<file path="config.mk">
export PLATFORM = sky130hd
export DESIGN_NAME = aes_round_sequencer
export DESIGN_NICKNAME = d
export VERILOG_FILES = /design/src/rtl/aes_ctrl_pkg.sv /design/src/rtl/aes_round_sequencer.sv
export SDC_FILE = /design/constraint.sdc
export NUM_CORES = 1
export LEC_CHECK = 0
export ABC_AREA = 0
export BUFFER_PORTS_ARGS = -buffer_cell sky130_fd_sc_hd__buf_2
export CAP_MARGIN = 20
export CORE_MARGIN = 1
export CORE_UTILIZATION = 34
export CTS_BUF_LIST = sky130_fd_sc_hd__clkbuf_8
export CTS_CLUSTER_DIAMETER = 50
export DETAILED_ROUTE_END_ITERATION = 16
export PLACE_DENSITY = 0.56
export SLEW_MARGIN = 15
export SYNTH_ARGS = -nofsm -noshare
export SYNTH_HDL_FRONTEND = slang
export SYNTH_SLANG_ARGS = --single-unit
export TNS_END_PERCENT = 10
</file>
<file path="constraint.sdc">
create_clock -name KEY -period 5.3 [get_ports KEY]
set_clock_uncertainty 0.05 [all_clocks]
set_input_delay 1.06 -clock KEY [delete_from_list [all_inputs] [get_ports KEY]]
set_output_delay 1.06 -clock KEY [all_outputs]
set_load 0.05 [all_outputs]
</file>
<file path="src/rtl/aes_ctrl_pkg.sv">
// Shared encodings and helpers for the AES round sequencer: phase codes,
// per-key-length round counts and the switch-to-mode decode.
package aes_ctrl_pkg;

    localparam logic [1:0] PH_IDLE = 2'd0;
    localparam logic [1:0] PH_ENC  = 2'd1;
    localparam logic [1:0] PH_DEC  = 2'd2;
    localparam logic [1:0] PH_DONE = 2'd3;

    localparam logic [3:0] NR_128 = 4'd10;
    localparam logic [3:0] NR_192 = 4'd12;
    localparam logic [3:0] NR_256 = 4'd14;

    function automatic logic [3:0] nr_of(input logic [1:0] m);
        logic [3:0] nr;
        case (m)
            2'd1:    nr = NR_192;
            2'd2:    nr = NR_256;
            default: nr = NR_128;
        endcase
        return nr;
    endfunction

    // 2'b11 is not a legal key length and falls back to AES-128.
    function automatic logic [1:0] sw_to_mode(input logic [1:0] sw);
        logic [1:0] m;
        case (sw)
            2'b01:   m = 2'd1;
            2'b10:   m = 2'd2;
            default: m = 2'd0;
        endcase
        return m;
    endfunction

endpackage

</file>
<file path="src/rtl/aes_round_sequencer.sv">
// Round controller for the iterative AES datapath: one encryption pass followed
// by the matching decryption pass, free-running or single-stepped.
module aes_round_sequencer
    import aes_ctrl_pkg::*;
#(
    parameter int unsigned STEP_DEFAULT = 0,
    parameter int unsigned MAX_NR       = 14
) (
    input  logic       KEY,
    input  logic       rst,
    input  logic [1:0] SW,
    input  logic       start,
    input  logic       step_mode,
    input  logic       step,
    input  logic       match,
    output logic       busy,
    output logic       done,
    output logic       pass,
    output logic [1:0] mode,
    output logic [1:0] phase,
    output logic [3:0] round,
    output logic [4:0] disp_round,
    output logic [3:0] rk_index,
    output logic       ld_state,
    output logic       last_round
);

    if (MAX_NR < 32'(NR_256) || MAX_NR > 15) begin : g_bad_max_nr
        $error("MAX_NR must cover 14 rounds and fit the 4-bit round port");
    end
    if (STEP_DEFAULT > 1) begin : g_bad_step_default
        $error("STEP_DEFAULT is a single-bit tie-off value");
    end

    logic [3:0] nr;
    logic       adv;
    logic       at_last;

    assign nr      = nr_of(mode);
    assign adv     = !step_mode || step;
    assign at_last = (round == nr);

    always_ff @(posedge KEY) begin
        if (!rst) begin
            phase <= PH_IDLE;
            round <= '0;
            mode  <= '0;
            pass  <= 1'b0;
            done  <= 1'b0;
        end else begin
            done <= 1'b0;
            case (phase)
                PH_IDLE, PH_DONE: begin
                    if (start) begin
                        mode  <= sw_to_mode(SW);
                        phase <= PH_ENC;
                        round <= '0;
                        pass  <= 1'b0;
                    end
                end
                PH_ENC: begin
                    if (adv) begin
                        if (at_last) begin
                            phase <= PH_DEC;
                            round <= '0;
                        end else begin
                            round <= round + 4'd1;
                        end
                    end
                end
                default: begin
                    // DEC: round stays at Nr on exit so DONE keeps showing it.
                    if (adv) begin
                        if (at_last) begin
                            phase <= PH_DONE;
                            done  <= 1'b1;
                            pass  <= match;
                        end else begin
                            round <= round + 4'd1;
                        end
                    end
                end
            endcase
        end
    end

    assign busy       = (phase == PH_ENC) || (phase == PH_DEC);
    assign ld_state   = busy && (round == 4'd0);
    assign last_round = busy && at_last;

    always_comb begin
        disp_round = '0;
        rk_index   = '0;
        case (phase)
            PH_ENC: begin
                disp_round = {1'b0, round};
                rk_index   = round;
            end
            PH_DEC: begin
                disp_round = {1'b0, nr} + 5'd1 + {1'b0, round};
                rk_index   = nr - round;
            end
            PH_DONE: begin
                disp_round = {nr, 1'b1};
            end
            default: begin
                disp_round = '0;
                rk_index   = '0;
            end
        endcase
    end

endmodule

</file>
* After elaboration in Yosys (flattened, before gate mapping)
Index checks and enable logic that the tools add are counted.
** Operators by class
- $add $sub $neg :: 4
- Eq/ne operators :: 12
- Mux-type cells :: 21
- Bitwise gates (word level) :: 3
- Reductions and logical operators :: 15
** Operators with widths (count)
- $mux W4 :: 5
- $pmux W4 S2 :: 2
- $pmux W5 S3 :: 1
- $mux W2 :: 5
- $eq A2 B2 Y1 const B :: 4
- $pmux W2 S2 :: 2
- $reduce_and A4 Y1 :: 2
- $eq A2 B1 Y1 const B :: 3
- $ne A2 B2 Y1 const B :: 3
- $pmux W3 S2 :: 1
- $add A4 B1 Y5 const B :: 1
- $add A5 B4 Y5 :: 1
- $reduce_and A5 Y1 :: 1
- $reduce_or A5 Y1 :: 1
- $add A4 B1 Y4 const B :: 1
- $eq A4 B4 Y1 :: 1
- $logic_not A4 Y1 :: 1
- $mux W1 :: 4
- $reduce_bool A2 Y1 :: 2
- $sub A4 B4 Y4 :: 1
- $ne A3 B1 Y1 const B :: 1
- $not A1 Y1 :: 3
- $logic_and A1 B1 Y1 :: 2
- $logic_not A2 Y1 :: 1
- 5 further kinds :: 6
** Storage, ports and cells
- Register bits after elaboration :: 10
- Output and inout bits :: 22
- Logic and storage cells :: 60

* Logic depth before layout (Yosys ltp)
- Depth after elaboration :: 6
- Mapped depth :: 9

* Worst setup path after synthesis
OpenSTA, ideal clock, no wires.
- Kind :: register to output
- Start point :: register phase[1]
- End point :: output port rk_index[3]
- Data arrival time :: 3.033 ns
- Data required time :: 4.190 ns
- Path slack :: 1.157 ns
- Stages on the path, launching flop included :: 6
- Path buffers :: 1
- Cells stage by stage :: dfxtp_1 -> inv_1 -> ha_1 -> buf_2 -> nand3_1 -> o311ai_1
** On the way
- Word-level cells in the longest chain between the ends :: 2
- Elaborated cells between the ends (all ways) :: 3
** Ends and longest elaborated chain
- from (decl) :: line aes_round_sequencer.sv:20 : output logic [1:0] phase,
- from (signal assigned) :: line aes_round_sequencer.sv:45 : phase <= PH_IDLE;
- from (signal assigned) :: line aes_round_sequencer.sv:56 : phase <= PH_ENC;
- from (signal assigned) :: line aes_round_sequencer.sv:64 : phase <= PH_DEC;
- $eq A2 B2 Y1 / $eq A2 B1 Y1 (equally long branches) :: line aes_round_sequencer.sv:94 : case (phase)
- $pmux W4 S2 (*) :: line aes_round_sequencer.sv:94
- to (decl) :: line aes_round_sequencer.sv:23 : output logic [3:0] rk_index,
Mark *: on every way between the ends. The rest lies on a longest branch, timed or not.

* Worst setup path after layout
- Start point :: register mode[1]
- End point :: output port disp_round[3]
** On the way
- Word-level cells in the longest chain between the ends :: 5
- Elaborated cells between the ends (all ways) :: 6
** Ends and longest elaborated chain
- from (decl) :: line aes_round_sequencer.sv:19 : output logic [1:0] mode,
- from (signal assigned) :: line aes_round_sequencer.sv:55 : mode <= sw_to_mode(SW);
- $eq A2 B2 Y1 / $eq A2 B1 Y1 (equally long branches) :: line aes_ctrl_pkg.sv:16 : case (m)
- $pmux W3 S2 (*) :: line aes_ctrl_pkg.sv:16
- $add A4 B1 Y5 :: line aes_round_sequencer.sv:100 : disp_round = {1'b0, nr} + 5'd1 + {1'b0, round};
- $add A5 B4 Y5 :: line aes_round_sequencer.sv:100
- $pmux W5 S3 (*) :: line aes_round_sequencer.sv:94
- to (decl) :: line aes_round_sequencer.sv:22 : output logic [4:0] disp_round,
Marks and branches as above.

==> reports/qor.csv <==
metric;value;unit
clk_latency;0.23;ns
vias;952;
dpl_cell_area;0.00116;sq mm
worst_slew_pin_slew;0.442;ns
coreArea;0.00278;sq mm
instances_no_fill;180;
vdd_drop_max;0.205;mV
postRouteAntennaNets;0;
io_buffers;29;
leakagePower;0.526;nW
syn_nets;146;
cp-end-kind;output pin;
startpoint;mode[1];
clock_path_buffers;2;
critPathArrivalTime;2.45;ns
first_pass_iters;4;
post_drt_wl_per_cell;13.7;um
fmax;0.281;GHz
finalSetupViolCount;0;
rr_worst_depth;8;
synth_area_per_cell;8.21;sq um
min-delay-start;pass;
grt_pass1_vias;883;
cts_resized;0;
netlist_top_cells_area;dfxtp_1 (20%), ha_1 (16%), fa_1 (6.0%);
cts_made_buffers;3;
design.die.area;0.00317;sq mm
num_rows;19;
synth-warning-count;0;
nets;175;
p_switching;0.178;mW
cts_setup_buffers;0;
setup_tns;0;ns
layout_commonest_cell;buf_2;
hpwl;1910;um
place_congestion;0.869;
post-route-period-util;0.672;
slew_headroom;0.705;
hold_slack;0.448;ns
initial_utilization;0.360;
rsz0062_at_grt;false;
seq_area_frac_synth;0.200;
grt_max_degree;14;
cts.reportedPaths.clkPinSlew;0.05;ns
status;finished, final reports clean;
synth-main-ff-cell;dfxtp_1;
num-fill-cells;287;
drc;0;
clockRootBuffer;clkbuf_8;
pwr-share-comb;0.532;
power.internal;0.189;mW
syn_inst;122;
antenna_cells;0;
cts_sinks;10;
critPathKind;reg2out;
yosys.area.top_type_share;0.200;
cts_tree;built;
ys_ff_latch;10;
die_h;56.3;um
switching_share;0.485;
synth-async-reset-ratio;0;
critical_path.max_fanout;8;
fin_area;0.00120;sq mm
cp.required;4.19;ns
detail_route.iter0.violations;35;
r2r_start;mode[0];
ys_types;43;
synth_edf_count;0;
whs_path_depth;2;
syn_to_final_growth;19.6;%
syn-cell-area;0.00100;sq mm
worstSetupStartpointType;flip-flop;
grt_pass1_wl;4090;um
holdPathEnd;pass;
grt-ovfl-total;0;
dp.cells;177;
reg2reg_slack;2.87;ns
final.min_clock_period;3.56;ns
viasPerCell;5.29;
io_pins;30;
hold_viol_final;0;
power.density;306;mW/mm^2
worstReg2RegEnd;round[2];
most-common-layout-cells;buf_2 (29), inv_1 (15), ha_1 (13), nand2_1 (12), dfxtp_1 (10);
seqPwrFrac;0.253;
report.final.slew_viol_count;0;
die_w;56.3;um
drive_gt1_frac;0.248;
maxCapViolations;0;
cts-htree-levels;1;
yosysTopAreaCell;dfxtp_1;
p_clk_frac;0.215;
p_total;0.367;mW
routed_wl;2470;um
antenna_found_initial;0;
hp-class;reg2reg;
cts_hold_buf;0;
grt_usage;0.161;
[worst max-delay path, stage by stage (launching register included)]
cell	delay, ns
dfxtp_1	0.34
inv_1	0.05
ha_1	0.27
inv_1	0.06
ha_1	0.45
a21oi_1	0.09
or4b_1	0.48
a41oi_1	0.20
buf_2	0.29
[layer usage]
| metal | GRT usage | up-vias | routed length [um] |
|---|---|---|---|
| li1 | - | 484 | - |
| met1 | 0.228 | 442 | 1240 |
| met2 | 0.253 | 22 | 1120 |
| met3 | 0.0300 | 4 | 93 |
| met4 | 0.0418 | 0 | 19 |
| met5 | 0 | - | 0 |
[metrics by stage]
| step | utilization | worst slack (ns) |
|---|---|---|
| 6_report | 0.431 | 1.74 |
| 3_3_place_gp | 0.416 | 2.04 |
| 4_1_cts | 0.431 | 1.73 |
| 3_5_place_dp | 0.416 | 2.00 |
| 2_1_floorplan | - | 1.16 |
| 5_1_grt | 0.431 | 1.55 |
[synthesized netlist by cell type, types with 2 or more instances]
cell type,n
nand2_1,12
a311oi_1,2
fa_1,3
nor2_1,8
nor3_1,2
nor2b_1,2
nand3_1,7
nand2b_1,4
a41oi_1,2
ha_1,13
inv_1,15
clkbuf_1,2
nor3b_1,2
a21oi_1,9
dfxtp_1,10
buf_2,2
[sequential cells by signal (all words and copies together), names as in the netlist]
name   cells
done       1
phase      2
round      4
pass       1
mode       2
[power by group through the flow]
stage	clock, mW	sequential [mW]	combinational, mW
after CTS	0.0800	0.0928	0.196
after global placement	0	0.0934	0.195
final	0.0790	0.0930	0.195
after global routing	0.0827	0.0938	0.213
after floorplan	0	0.111	0.139
after detailed placement	0	0.0942	0.193
[worst max path at each step]
stage / end / slack, ns / depth (start not counted)
floorplan: rk_index[3] / 1.16 / 5
global placement: disp_round[3] / 2.04 / 8
detailed placement: disp_round[3] / 2.00 / 8
CTS: disp_round[3] / 1.73 / 8
global route: disp_round[3] / 1.55 / 8
finish: disp_round[3] / 1.74 / 8
[kinds of logic after synthesis]
logic type | count (synthesis) | synth area share
adder cells (fa/ha/maj) | 16 | 0.222
multiplexers | 1 | 0.00999
AO/OA/AOI/OAI | 30 | 0.238
flip-flops | 10 | 0.200
XOR/XNOR | 2 | 0.0175
AND/OR/NAND/NOR | 43 | 0.227
buffers and inverters | 20 | 0.0849
[cell type report]
| cell class | instances | area, sq um | share of cell area |
|---|---|---|---|
| inverter | 15 | 56.3 | 0.0470 |
| timing repair buffer | 29 | 145 | 0.121 |
| sequential | 10 | 200 | 0.167 |
| tap | 31 | 38.8 | 0.0324 |
| clock buffer | 3 | 41.3 | 0.0344 |
| multi-input combinational | 92 | 717 | 0.598 |
Power figures use the tool's default switching activity.
